==> src/rtl/psum_port_arbiter_if.sv <==
// Requester and scratchpad signal bundle for the psum port arbiter.
// The arbiter takes the slave view; the requester/scratchpad side takes the master view.
interface psum_port_arbiter_if #(
  parameter int ADDR_W = 4,
  parameter int DATA_W = 16
);
  logic              clr_req;
  logic              clr_done;
  logic              wr_req;
  logic [ADDR_W-1:0] wr_addr;
  logic [DATA_W-1:0] wr_data;
  logic              wr_gnt;
  logic              acc_req;
  logic [ADDR_W-1:0] acc_addr;
  logic [DATA_W-1:0] acc_data;
  logic              acc_gnt;
  logic              rd_req;
  logic [ADDR_W-1:0] rd_addr;
  logic              rd_gnt;
  logic              rd_valid;
  logic [DATA_W-1:0] rd_data;
  logic              mem_en;
  logic              mem_we;
  logic [ADDR_W-1:0] mem_addr;
  logic [DATA_W-1:0] mem_wdata;
  logic [DATA_W-1:0] mem_rdata;
  logic              busy;

  modport master (
    output clr_req, wr_req, wr_addr, wr_data, acc_req, acc_addr, acc_data,
           rd_req, rd_addr, mem_rdata,
    input  clr_done, wr_gnt, acc_gnt, rd_gnt, rd_valid, rd_data,
           mem_en, mem_we, mem_addr, mem_wdata, busy
  );

  modport slave (
    input  clr_req, wr_req, wr_addr, wr_data, acc_req, acc_addr, acc_data,
           rd_req, rd_addr, mem_rdata,
    output clr_done, wr_gnt, acc_gnt, rd_gnt, rd_valid, rd_data,
           mem_en, mem_we, mem_addr, mem_wdata, busy
  );
endinterface

==> src/rtl/psum_port_arbiter.sv <==
// Shares one single-port psum scratchpad between MAC writes, read-modify-write
// accumulates, drain reads and a full clear, with round-robin grants in IDLE.
module psum_port_arbiter #(
  parameter int ADDR_W = 4,
  parameter int DATA_W = 16
) (
  input logic                clk,
  input logic                rst,
  psum_port_arbiter_if.slave bus
);

  typedef enum logic [1:0] {IDLE, CLEAR, ACC_WAIT, ACC_WR} state_e;

  localparam logic [1:0]        RR_WR     = 2'd0;
  localparam logic [1:0]        RR_ACC    = 2'd1;
  localparam logic [1:0]        RR_RD     = 2'd2;
  localparam logic [ADDR_W-1:0] LAST_ADDR = '1;

  state_e            state_q;
  logic              busy_q;
  logic [ADDR_W-1:0] cnt_q;
  logic [ADDR_W-1:0] acc_addr_q;
  logic [DATA_W-1:0] acc_data_q;
  logic [DATA_W-1:0] acc_rdata_q;
  logic              rd_valid_q;
  logic [DATA_W-1:0] rd_hold_q;
  logic [1:0]        last_q;
  logic [1:0]        last_d;

  logic              wr_gnt;
  logic              acc_gnt;
  logic              rd_gnt;
  logic              clr_go;
  logic              mem_en;
  logic              mem_we;
  logic [ADDR_W-1:0] mem_addr;
  logic [DATA_W-1:0] mem_wdata;

  // Psum accumulation wraps modulo 2^DATA_W; no saturation.
  function automatic logic [DATA_W-1:0] wrap_add(input logic [DATA_W-1:0] a,
                                                 input logic [DATA_W-1:0] b);
    return a + b;
  endfunction

  // Grant decode: clear beats everyone, otherwise rotate after the last winner.
  always_comb begin
    wr_gnt  = 1'b0;
    acc_gnt = 1'b0;
    rd_gnt  = 1'b0;
    last_d  = last_q;
    clr_go  = !rst && (state_q == IDLE) && bus.clr_req;
    if (!rst && (state_q == IDLE) && !bus.clr_req) begin
      case (last_q)
        RR_WR: begin
          if (bus.acc_req)     acc_gnt = 1'b1;
          else if (bus.rd_req) rd_gnt  = 1'b1;
          else if (bus.wr_req) wr_gnt  = 1'b1;
        end
        RR_ACC: begin
          if (bus.rd_req)       rd_gnt  = 1'b1;
          else if (bus.wr_req)  wr_gnt  = 1'b1;
          else if (bus.acc_req) acc_gnt = 1'b1;
        end
        default: begin
          if (bus.wr_req)       wr_gnt  = 1'b1;
          else if (bus.acc_req) acc_gnt = 1'b1;
          else if (bus.rd_req)  rd_gnt  = 1'b1;
        end
      endcase
    end
    if (wr_gnt)  last_d = RR_WR;
    if (acc_gnt) last_d = RR_ACC;
    if (rd_gnt)  last_d = RR_RD;
  end

  always_comb begin
    mem_en    = 1'b0;
    mem_we    = 1'b0;
    mem_addr  = '0;
    mem_wdata = '0;
    if (!rst) begin
      case (state_q)
        IDLE: begin
          if (wr_gnt) begin
            mem_en    = 1'b1;
            mem_we    = 1'b1;
            mem_addr  = bus.wr_addr;
            mem_wdata = bus.wr_data;
          end else if (acc_gnt) begin
            mem_en   = 1'b1;
            mem_addr = bus.acc_addr;
          end else if (rd_gnt) begin
            mem_en   = 1'b1;
            mem_addr = bus.rd_addr;
          end
        end
        CLEAR: begin
          mem_en   = 1'b1;
          mem_we   = 1'b1;
          mem_addr = cnt_q;
        end
        ACC_WR: begin
          mem_en    = 1'b1;
          mem_we    = 1'b1;
          mem_addr  = acc_addr_q;
          mem_wdata = wrap_add(acc_rdata_q, acc_data_q);
        end
        default: ;
      endcase
    end
  end

  // Sequencer: clear sweep and the three-cycle read/add/write accumulate.
  always_ff @(posedge clk or posedge rst) begin
    if (rst) begin
      state_q     <= IDLE;
      busy_q      <= 1'b0;
      cnt_q       <= '0;
      last_q      <= RR_RD;
      acc_addr_q  <= '0;
      acc_data_q  <= '0;
      acc_rdata_q <= '0;
      rd_valid_q  <= 1'b0;
      rd_hold_q   <= '0;
    end else begin
      last_q     <= last_d;
      rd_valid_q <= rd_gnt;
      if (rd_valid_q) rd_hold_q <= bus.mem_rdata;
      case (state_q)
        IDLE: begin
          if (clr_go) begin
            state_q <= CLEAR;
            busy_q  <= 1'b1;
            cnt_q   <= '0;
          end else if (acc_gnt) begin
            state_q    <= ACC_WAIT;
            busy_q     <= 1'b1;
            acc_addr_q <= bus.acc_addr;
            acc_data_q <= bus.acc_data;
          end
        end
        CLEAR: begin
          cnt_q <= cnt_q + 1'b1;
          if (cnt_q == LAST_ADDR) begin
            state_q <= IDLE;
            busy_q  <= 1'b0;
          end
        end
        ACC_WAIT: begin
          acc_rdata_q <= bus.mem_rdata;
          state_q     <= ACC_WR;
        end
        ACC_WR: begin
          state_q <= IDLE;
          busy_q  <= 1'b0;
        end
        default: begin
          state_q <= IDLE;
          busy_q  <= 1'b0;
        end
      endcase
    end
  end

  // Read data is live from the scratchpad while valid, held otherwise.
  assign bus.rd_data   = rd_valid_q ? bus.mem_rdata : rd_hold_q;
  assign bus.rd_valid  = rd_valid_q;
  assign bus.clr_done  = !rst && (state_q == CLEAR) && (cnt_q == LAST_ADDR);
  assign bus.wr_gnt    = wr_gnt;
  assign bus.acc_gnt   = acc_gnt;
  assign bus.rd_gnt    = rd_gnt;
  assign bus.mem_en    = mem_en;
  assign bus.mem_we    = mem_we;
  assign bus.mem_addr  = mem_addr;
  assign bus.mem_wdata = mem_wdata;
  assign bus.busy      = busy_q;

endmodule

==> src/flat_wrapper.sv <==
// flat-port wrapper written by rule: the top's interface ports become plain ports
module psum_port_arbiter_flat 
#(
  parameter int ADDR_W = 4,
  parameter int DATA_W = 16
)
  (clk, rst, bus_clr_req, bus_wr_req, bus_wr_addr, bus_wr_data, bus_acc_req, bus_acc_addr, bus_acc_data, bus_rd_req, bus_rd_addr, bus_mem_rdata, bus_clr_done, bus_wr_gnt, bus_acc_gnt, bus_rd_gnt, bus_rd_valid, bus_rd_data, bus_mem_en, bus_mem_we, bus_mem_addr, bus_mem_wdata, bus_busy);
  psum_port_arbiter_if #(.ADDR_W(ADDR_W), .DATA_W(DATA_W)) bus_i ();
  input logic clk;
  input logic rst;
  input wire logic [$bits(bus_i.clr_req)-1:0] bus_clr_req;
  input wire logic [$bits(bus_i.wr_req)-1:0] bus_wr_req;
  input wire logic [$bits(bus_i.wr_addr)-1:0] bus_wr_addr;
  input wire logic [$bits(bus_i.wr_data)-1:0] bus_wr_data;
  input wire logic [$bits(bus_i.acc_req)-1:0] bus_acc_req;
  input wire logic [$bits(bus_i.acc_addr)-1:0] bus_acc_addr;
  input wire logic [$bits(bus_i.acc_data)-1:0] bus_acc_data;
  input wire logic [$bits(bus_i.rd_req)-1:0] bus_rd_req;
  input wire logic [$bits(bus_i.rd_addr)-1:0] bus_rd_addr;
  input wire logic [$bits(bus_i.mem_rdata)-1:0] bus_mem_rdata;
  output wire logic [$bits(bus_i.clr_done)-1:0] bus_clr_done;
  output wire logic [$bits(bus_i.wr_gnt)-1:0] bus_wr_gnt;
  output wire logic [$bits(bus_i.acc_gnt)-1:0] bus_acc_gnt;
  output wire logic [$bits(bus_i.rd_gnt)-1:0] bus_rd_gnt;
  output wire logic [$bits(bus_i.rd_valid)-1:0] bus_rd_valid;
  output wire logic [$bits(bus_i.rd_data)-1:0] bus_rd_data;
  output wire logic [$bits(bus_i.mem_en)-1:0] bus_mem_en;
  output wire logic [$bits(bus_i.mem_we)-1:0] bus_mem_we;
  output wire logic [$bits(bus_i.mem_addr)-1:0] bus_mem_addr;
  output wire logic [$bits(bus_i.mem_wdata)-1:0] bus_mem_wdata;
  output wire logic [$bits(bus_i.busy)-1:0] bus_busy;
  assign bus_i.clr_req = bus_clr_req;
  assign bus_i.wr_req = bus_wr_req;
  assign bus_i.wr_addr = bus_wr_addr;
  assign bus_i.wr_data = bus_wr_data;
  assign bus_i.acc_req = bus_acc_req;
  assign bus_i.acc_addr = bus_acc_addr;
  assign bus_i.acc_data = bus_acc_data;
  assign bus_i.rd_req = bus_rd_req;
  assign bus_i.rd_addr = bus_rd_addr;
  assign bus_i.mem_rdata = bus_mem_rdata;
  assign bus_clr_done = bus_i.clr_done;
  assign bus_wr_gnt = bus_i.wr_gnt;
  assign bus_acc_gnt = bus_i.acc_gnt;
  assign bus_rd_gnt = bus_i.rd_gnt;
  assign bus_rd_valid = bus_i.rd_valid;
  assign bus_rd_data = bus_i.rd_data;
  assign bus_mem_en = bus_i.mem_en;
  assign bus_mem_we = bus_i.mem_we;
  assign bus_mem_addr = bus_i.mem_addr;
  assign bus_mem_wdata = bus_i.mem_wdata;
  assign bus_busy = bus_i.busy;
  psum_port_arbiter #(.ADDR_W(ADDR_W), .DATA_W(DATA_W)) u_core (.clk(clk), .rst(rst), .bus(bus_i));
endmodule
==> config.mk <==
export PLATFORM = sky130hd
export DESIGN_NAME = psum_port_arbiter_flat
export DESIGN_NICKNAME = d
export VERILOG_FILES = /design/src/rtl/psum_port_arbiter_if.sv /design/src/rtl/psum_port_arbiter.sv /design/src/flat_wrapper.sv
export SDC_FILE = /design/constraint.sdc
export NUM_CORES = 1
export LEC_CHECK = 0
export CAP_MARGIN = 20
export CORE_MARGIN = 2
export CORE_UTILIZATION = 43
export CTS_CLUSTER_DIAMETER = 40
export DETAILED_ROUTE_END_ITERATION = 16
export PLACE_DENSITY = 0.76
export SKIP_LAST_GASP = 1
export SLEW_MARGIN = 10
export SYNTH_ARGS = -nofsm -noshare
export SYNTH_HDL_FRONTEND = slang
export SYNTH_SLANG_ARGS = --single-unit
==> constraint.sdc <==
create_clock -name clk -period 2.4 [get_ports clk]
set_input_delay 0.48 -clock clk [delete_from_list [all_inputs] [get_ports clk]]
set_output_delay 0.48 -clock clk [all_outputs]
set_load 0.03 [all_outputs]
## Word level (Yosys, flattened, before mapping)

Cells that the tools add are included.

- Bits in registers: 62
- Input port bits: 66
- Output and inout port bits: 44
- Word-level logic and storage cells: 82

- $add $sub $neg: 2
- Eq/ne operators: 8
- Muxes and demuxes: 45
- Bitwise operators: 1
- Reductions and logical operators: 17

Operators by type and width:

| cell | number |
|---|---|
| $mux W16 | 3 |
| $pmux W16 S2 | 1 |
| $mux W1 | 21 |
| $mux W4 | 5 |
| $add A16 B16 Y16 | 1 |
| $mux W2 | 6 |
| $pmux W4 S3 | 1 |
| $pmux W1 S2 | 5 |
| $pmux W2 S4 | 1 |
| $pmux W4 S2 | 1 |
| $reduce_and A3 Y1 | 2 |
| $reduce_bool A3 Y1 | 2 |
| $logic_and A1 B1 Y1 | 5 |
| $add A4 B1 Y4 const B | 1 |
| $eq A2 B1 Y1 const B | 2 |
| $eq A2 B2 Y1 const B | 2 |
| $eq A4 B4 Y1 const B | 1 |
| $logic_not A2 Y1 | 2 |
| $ne A2 B1 Y1 const B | 2 |
| $reduce_and A2 Y1 | 2 |
| $ne A3 B2 Y1 const B | 1 |
| $pmux W1 S3 | 1 |
| $logic_not A1 Y1 | 2 |
| $reduce_bool A2 Y1 | 1 |
| other kinds (2) | 2 |

## Depth between registers and ports, before layout

Gate-level depths: netlist of run 1.

- Word-level depth: 10
- Mapped depth: 9
- Mapped depth without buffers: 9

## Worst setup path before layout of run 1

OpenSTA, ideal clock, no wires.

- Path kind: register -> output
- From: reg u_core.acc_rdata_q[0]
- To: out bus_mem_wdata[8]
- Arrival: 2.423 ns
- Data required time: 1.920 ns
- Slack: -0.503 ns
- Stages on the path, launching flop included: 10
- Path buffers: 0
- Path through: dfrtp_1 ha_1 inv_1 fa_1 nand2b_1 a21oi_1 o21ai_0 a21oi_1 xnor2_1 o21ai_0

- Longest elaborated chain between the ends: 3

Ends and longest elaborated chain:

| element | line | text |
|---|---|---|
| from (decl) | psum_port_arbiter.sv:24 | `logic [DATA_W-1:0] acc_rdata_q;` |
| from (signal assigned) | psum_port_arbiter.sv:150 | `acc_rdata_q <= bus.mem_rdata;` |
| $add A16 B16 Y16 | psum_port_arbiter.sv:42 | `return a + b;` |
| $pmux W16 S2 | psum_port_arbiter.sv:82 | `case (state_q)` |
| $mux W16 | psum_port_arbiter.sv:81 | `if (!rst) begin` |
| to (decl) | flat_wrapper.sv:30 | `output wire logic [$bits(bus_i.mem_wdata)-1:0] bus_mem_wdata;` |

No other way between the ends.

## Final worst setup path of run 1

- From: reg u_core.acc_rdata_q[0]
- To: out bus_mem_wdata[14]

Same word-level chain as after synthesis.

==> impl_metrics.json, run 1 <==
{
  "tightest_slew_ns": 0.814,
  "gp_congestion": 0.855,
  "endpoint": "bus_mem_wdata[14]",
  "fmax_mhz": 352,
  "path_clk_slew_ns": 0.08,
  "rows": 34,
  "critPathRequiredTime_ns": 1.92,
  "die_area_sq_um": 9550,
  "final_common_cell": "buf_4",
  "finalSetupViolCount": 15,
  "ys_top_cells_by_area": "dfrtp_1 (40%), mux2_2 (10%), nand2_1 (7.4%)",
  "r2r_slack_ns": 0.33,
  "drv_slew": 0,
  "nets": 663,
  "synth_ff_type": "dfrtp_1",
  "outcome": "finished with violations",
  "slowest_stage": "dfrtp_1",
  "grt_pass1_wl_um": 18600,
  "r2r-end": "u_core.state_q[0]",
  "num_vias": 3786,
  "fp.coreArea_sq_um": 8640,
  "r2r-start": "u_core.last_q[1]",
  "ys_seq_area_share_pct": 41.1,
  "yosys.area.top_type": "dfrtp_1",
  "powerDensity_nw_per_um2": 1400,
  "hold_class": "flop to flop",
  "whs_ns": 0.487,
  "gr-total-overflow": 0,
  "async_reset_ff_share_pct": 100,
  "fin_setup_tns_ns": -4.66,
  "dp_cells": 649,
  "hold_path_depth": 2,
  "hpwlAfterDp_um": 7790,
  "synth_edf_count": 0,
  "path_cells": "ha_2 > inv_2 > fa_2 > nand2b_4 > a21oi_4 > o211ai_1 > a21oi_1 > mux2i_1 > nand2_1 > buf_6",
  "period_share_pct": 118,
  "drv_cap": 0,
  "final_area_sq_um": 6120,
  "worstPathMaxFanout": 2,
  "synthesis.area_sq_um": 3780,
  "nFillCells": 583,
  "diodes": 0,
  "crit_path_start_kind": "flop",
  "io_pins": 110,
  "grt_pass1_vias": 3877,
  "max_stage_delay_ns": 0.35,
  "finalHoldViolCount": 0,
  "synth-seq-cells": 62,
  "reg2reg_depth": 9,
  "drtAntennaViolNets": 0,
  "finalCriticalPeriod_ns": 2.84,
  "violations": "setup timing",
  "synthesis.nets": 488,
  "antenna_found_initial": 0,
  "path_class": "flop to output port",
  "first_iter_violations": 167,
  "ys_types": 55,
  "mostFrequentLayoutCells": "buf_4 (74), nand2_1 (72), clkdlybuf4s50_1 (66)",
  "grt_max_degree": 63,
  "wirelength_um": 12100,
  "initial_core_util_pct": 43.7,
  "crit_start": "u_core.acc_rdata_q[0]",
  "routedWlPerCell_um": 17.6,
  "port_buffers": 109,
  "synth_top_area_share_pct": 40.4,
  "firstDrtPassIters": 5,
  "end_kind": "output port",
  "worst_clock_skew_ns": 0.0111,
  "rsz0062_at_grt": "yes",
  "syn-instance-count": 400,
  "cts-root-buf": "clkbuf_8",
  "peakVddDrop_v": 0.000881,
  "die_y_um": 97.7,
  "placed_area_sq_um": 5330,
  "clock_latency_ns": 0.35,
  "drt-vias-per-instance": 5.50,
  "leakagePower_nw": 2.68,
  "max_slew_margin_pct": 45.8,
  "final_cells": 688,
  "die_w_um": 97.7,
  "cp.arrival_ns": 2.36,
  "layout_setup_ws_ns": -0.439,
  "syn_avg_cell_area_sq_um": 9.44,
  "htree_levels": 3,
  "area_growth_syn_to_layout_pct": 62.1,
  "drive_gt1_share_pct": 40.2,
  "cts_buffers": 9,
  "cts-hold-fix-buffers": 0,
  "ys_warn_count": 0,
  "tritoncts": "yes",
  "track_usage_pct": 24.2,
  "drc": 0,
  "cts_sinks": 62,
  "clockBufferDepth": 2
}
[critical path, delay by kind of cell, from the launching register on]
family                   cells  cell delay [ns]
multiplexers                 1             0.27
adder cells (fa/ha/maj)      2             0.52
buffers and inverters        2             0.19
flip-flops                   1             0.35
AND/OR/NAND/NOR              2             0.25
AO/OA/AOI/OAI                3             0.43
[timing repair]
item	in CTS	in global routing
pin swaps	30	28
gates resized for setup	57	50
endpoints found under the setup margin	37	26
setup buffers	13	12
hold endpoints to repair	0	0
[worst min path at each step]
stage	from	end	slack, ns
floorplan	u_core.acc_data_q[10]	u_core.acc_data_q[10]	0.45
global placement	u_core.acc_data_q[13]	u_core.acc_data_q[13]	0.46
detailed placement	u_core.acc_data_q[13]	u_core.acc_data_q[13]	0.47
CTS	u_core.acc_data_q[5]	u_core.acc_data_q[5]	0.49
global route	u_core.rd_hold_q[5]	u_core.rd_hold_q[5]	0.51
finish	u_core.acc_data_q[10]	u_core.acc_data_q[10]	0.49
[state kept, by name, summed over array words and instances (netlist names)]
register             cells
u_core.acc_addr_q        4
u_core.acc_data_q       16
u_core.acc_rdata_q      16
u_core.bus.busy          1
u_core.bus.rd_valid      1
u_core.cnt_q             4
u_core.last_q            2
u_core.rd_hold_q        16
u_core.state_q           2
[power breakdown]
group | total, W | switching [W] | internal (W)
clock | 0.000940 | 0.000432 | 0.000508
combinational | 0.00575 | 0.00300 | 0.00275
sequential | 0.00188 | 0.000349 | 0.00153
total | 0.00857 | 0.00378 | 0.00479
[cell type report]
class	instances	area (sq um)	share of cell area, %
timing repair buffer	179	1660	27.2
tap	108	135	2.21
clock buffer	11	141	2.31
sequential	62	1550	25.4
multi-input combinational	307	2490	40.6
clock inverter	5	58.8	0.961
inverter	16	81.3	1.33
[logic make-up (layout without fill, tap and decap cells)]
logic type	after synthesis	count (layout)	share of synthesized area, %
buffers and inverters	31	211	3.61
adder cells (fa/ha/maj)	22	22	7.49
XOR/XNOR	11	11	2.55
AO/OA/AOI/OAI	85	85	15.2
multiplexers	39	39	11.6
AND/OR/NAND/NOR	150	150	18.4
flip-flops	62	62	41.1
[through the flow]
| step | utilization (%) | setup WS [ns] | total power [W] |
|---|---|---|---|
| detailed placement | 61.7 | -0.204 | 0.00648 |
| floorplan | - | -0.0439 | 0.00481 |
| global placement | 61.7 | -0.189 | 0.00638 |
| CTS | 67.1 | -0.517 | 0.00787 |
| global route | 70.9 | -0.542 | 0.00910 |
| finish | 70.9 | -0.439 | 0.00857 |
[cells in the mapped netlist (all sizes together) (5+ instances only)]
master	n
nand2	75
a21oi	25
nand3	25
ha	21
a22oi	10
buf	9
clkbuf	6
o21ai	20
mux2	37
nor3	6
o211ai	5
nor2	23
dfrtp	61
inv	15
xnor2	8
[layer usage]
metal | routed length (um) | track usage [%] | vias to the layer above
met5 | 0 | 0 | -
met4 | 297 | 8.97 | 0
met3 | 625 | 4.89 | 29
met2 | 6260 | 41.3 | 139
met1 | 4920 | 30.4 | 1856
li1 | - | - | 1762
Power figures use the tool's default switching activity.
==> run 2, diff against run 1 <==
--- a/config.mk
+++ b/config.mk
@@ -6,11 +6,10 @@
 export NUM_CORES = 1
 export LEC_CHECK = 0
 export CAP_MARGIN = 20
-export CORE_MARGIN = 2
 export CORE_UTILIZATION = 43
 export CTS_CLUSTER_DIAMETER = 40
 export DETAILED_ROUTE_END_ITERATION = 16
-export PLACE_DENSITY = 0.76
+export PLACE_DENSITY_LB_ADDON = 0.08
 export SKIP_LAST_GASP = 1
 export SLEW_MARGIN = 10
 export SYNTH_ARGS = -nofsm -noshare
==> impl_metrics.json, run 2 (synthesis results as in run 1) <==
{
  "slowest_stage": "dfrtp_1",
  "rsz0062_at_grt": "yes",
  "wirelength_um": 11600,
  "critical-path-top-delay-family": "adder cells",
  "clockPowerShare_pct": 10.5,
  "die_w_um": 95.7,
  "end_kind": "output port",
  "powerDensity_nw_per_um2": 1400,
  "violations": "setup timing",
  "critPathRequiredTime_ns": 1.92,
  "grt_pass1_wl_um": 17000,
  "place_ws_ns": -0.216,
  "drv_cap": 0,
  "tightest_slew_ns": 0.799,
  "drc": 0,
  "power_switching_w": 0.00376,
  "num_vias": 3681,
  "reg_top3": "u_core.acc_data_q x16, u_core.acc_rdata_q x16, u_core.rd_hold_q x16",
  "period_share_pct": 118,
  "drv_slew": 0,
  "io_pins": 110,
  "area_growth_syn_to_layout_pct": 62.7,
  "worstPathMaxFanout": 2,
  "cp.arrival_ns": 2.36,
  "final_area_sq_um": 6140,
  "drtAntennaViolNets": 0,
  "cts_buffers": 9,
  "diodes": 0,
  "cts-hold-fix-buffers": 0,
  "hpwlAfterDp_um": 7640,
  "clockBufferDepth": 2,
  "globalRoute.busiestLayer": "met2",
  "outcome": "finished with violations",
  "crit_path_start_kind": "flop",
  "max_slew_margin_pct": 46.7,
  "grtUsageMet2_pct": 39.8,
  "fp.coreArea_sq_um": 8340,
  "initial_core_util_pct": 45.3,
  "nets": 664,
  "routedWlPerCell_um": 16.9,
  "gp_congestion": 0.879,
  "tritoncts": "yes",
  "clock_latency_ns": 0.34,
  "layout_setup_ws_ns": -0.440,
  "utilization_pct": 73.7,
  "path_class": "flop to output port",
  "finalHoldViolCount": 0,
  "drt-vias-per-instance": 5.37,
  "firstDrtPassIters": 4,
  "track_usage_pct": 24.7,
  "rows": 33,
  "netSwitchingFraction_pct": 43.8,
  "finalCriticalPeriod_ns": 2.84,
  "max_stage_delay_ns": 0.36,
  "htree_levels": 3,
  "cts_sinks": 62,
  "drive_gt1_share_pct": 40.2,
  "die_area_sq_um": 9160,
  "fmax_mhz": 352,
  "final_common_cell": "buf_4",
  "path_buf_inv": 2,
  "grt_max_degree": 63,
  "whs_ns": 0.492,
  "path_clk_slew_ns": 0.07,
  "combPwrFrac_pct": 67.8,
  "use_met3_pct": 6.71,
  "placed_area_sq_um": 5290,
  "worst_clock_skew_ns": 0.00876,
  "path_cells": "ha_2 > inv_2 > fa_2 > nand2b_4 > a21oi_4 > o211ai_1 > a21oi_1 > mux2i_1 > nand2_1 > buf_6",
  "leakagePower_nw": 2.80,
  "hold_class": "flop to flop",
  "die_y_um": 95.7,
  "internal_power_w": 0.00483,
  "gr-total-overflow": 0,
  "mostFrequentLayoutCells": "buf_4 (73), nand2_1 (72), clkdlybuf4s50_1 (67)",
  "grt_pass1_vias": 3525,
  "globalRouteMet1Util_pct": 32.5,
  "antenna_found_initial": 0,
  "peakVddDrop_v": 0.000783,
  "power_frac_seq_pct": 21.7,
  "cts-root-buf": "clkbuf_8",
  "nFillCells": 584,
  "finalSetupViolCount": 20,
  "first_iter_violations": 171,
  "port_buffers": 109
}
==> run 2: cell types whose count changed in the layout (fill, tap and decap cells not counted), sizes merged, moves of 2 or more <==
cell          before  now
clkinv             3    6
clkinvlp           3    1
dlygate4sd2       15    4
dlymetal6s2s       2   12
==> run 2: layout make-up <==
type                       count  area (sq um)  share of cell area, %
sequential                    62          1550                   25.3
inverter                      16          76.3                   1.24
multi-input combinational    307          2500                   40.8
tap                          105           131                   2.14
timing repair buffer         180          1690                   27.5
clock inverter                 5          50.0                  0.814
clock buffer                  10           138                   2.24
==> run 2: path summary, 6_finish.rpt <==
| check | endpoint | startpoint | cells after the start | slack, ns |
|---|---|---|---|---|
| hold / removal | u_core.acc_data_q[11] | u_core.acc_data_q[11] | 2 | 0.49 |
| hold reg to reg | u_core.acc_data_q[11] | u_core.acc_data_q[11] | 2 | 0.49 |
| setup reg to reg | u_core.last_q[1] | u_core.state_q[0] | 11 | 0.33 |
| setup / recovery | bus_mem_wdata[14] | u_core.acc_rdata_q[0] | 10 | -0.44 |
| max in group asynchronous | u_core.acc_rdata_q[9] | rst | 5 | 1.15 |
| min in group asynchronous | u_core.bus.rd_valid | rst | 5 | 0.71 |
==> run 2: through the flow <==
step	total power, W	setup TNS (ns)	std cells
finish	0.00859	-5.04	685
global route	0.00912	-7.13	685
detailed placement	0.00643	-2.42	645
global placement	0.00635	-2.35	645
CTS	0.00794	-4.43	676
floorplan	0.00481	-0.0851	400
==> run 2: timing repair <==
item,4_1_cts,5_1_grt
pin swaps,29,39
gates resized for setup,52,57
endpoints found under the setup margin,25,36
setup buffers,16,11
==> run 2: tightest hold or removal path, delay by kind of cell (launching register included) <==
| kind | cells | cell delay (ns) |
|---|---|---|
| and+or+nand+nor | 2 | 0.11 |
| DFF | 1 | 0.35 |
==> run 2: power groups by stage <==
stage | combinational, W | clock [W] | sequential, W
3_5_place_dp | 0.00461 | 0 | 0.00182
3_3_place_gp | 0.00455 | 0 | 0.00180
5_1_grt | 0.00624 | 0.000961 | 0.00192
6_report | 0.00582 | 0.000899 | 0.00187
4_1_cts | 0.00518 | 0.000924 | 0.00183
2_1_floorplan | 0.00306 | 0 | 0.00175
==> run 2: per-layer routing <==
metal  part of all wire, %  routed length [um]
met5                     0                   0
met4                   2.4                 282
met3                   5.1                 590
met2                    49                5730
met1                    43                4980
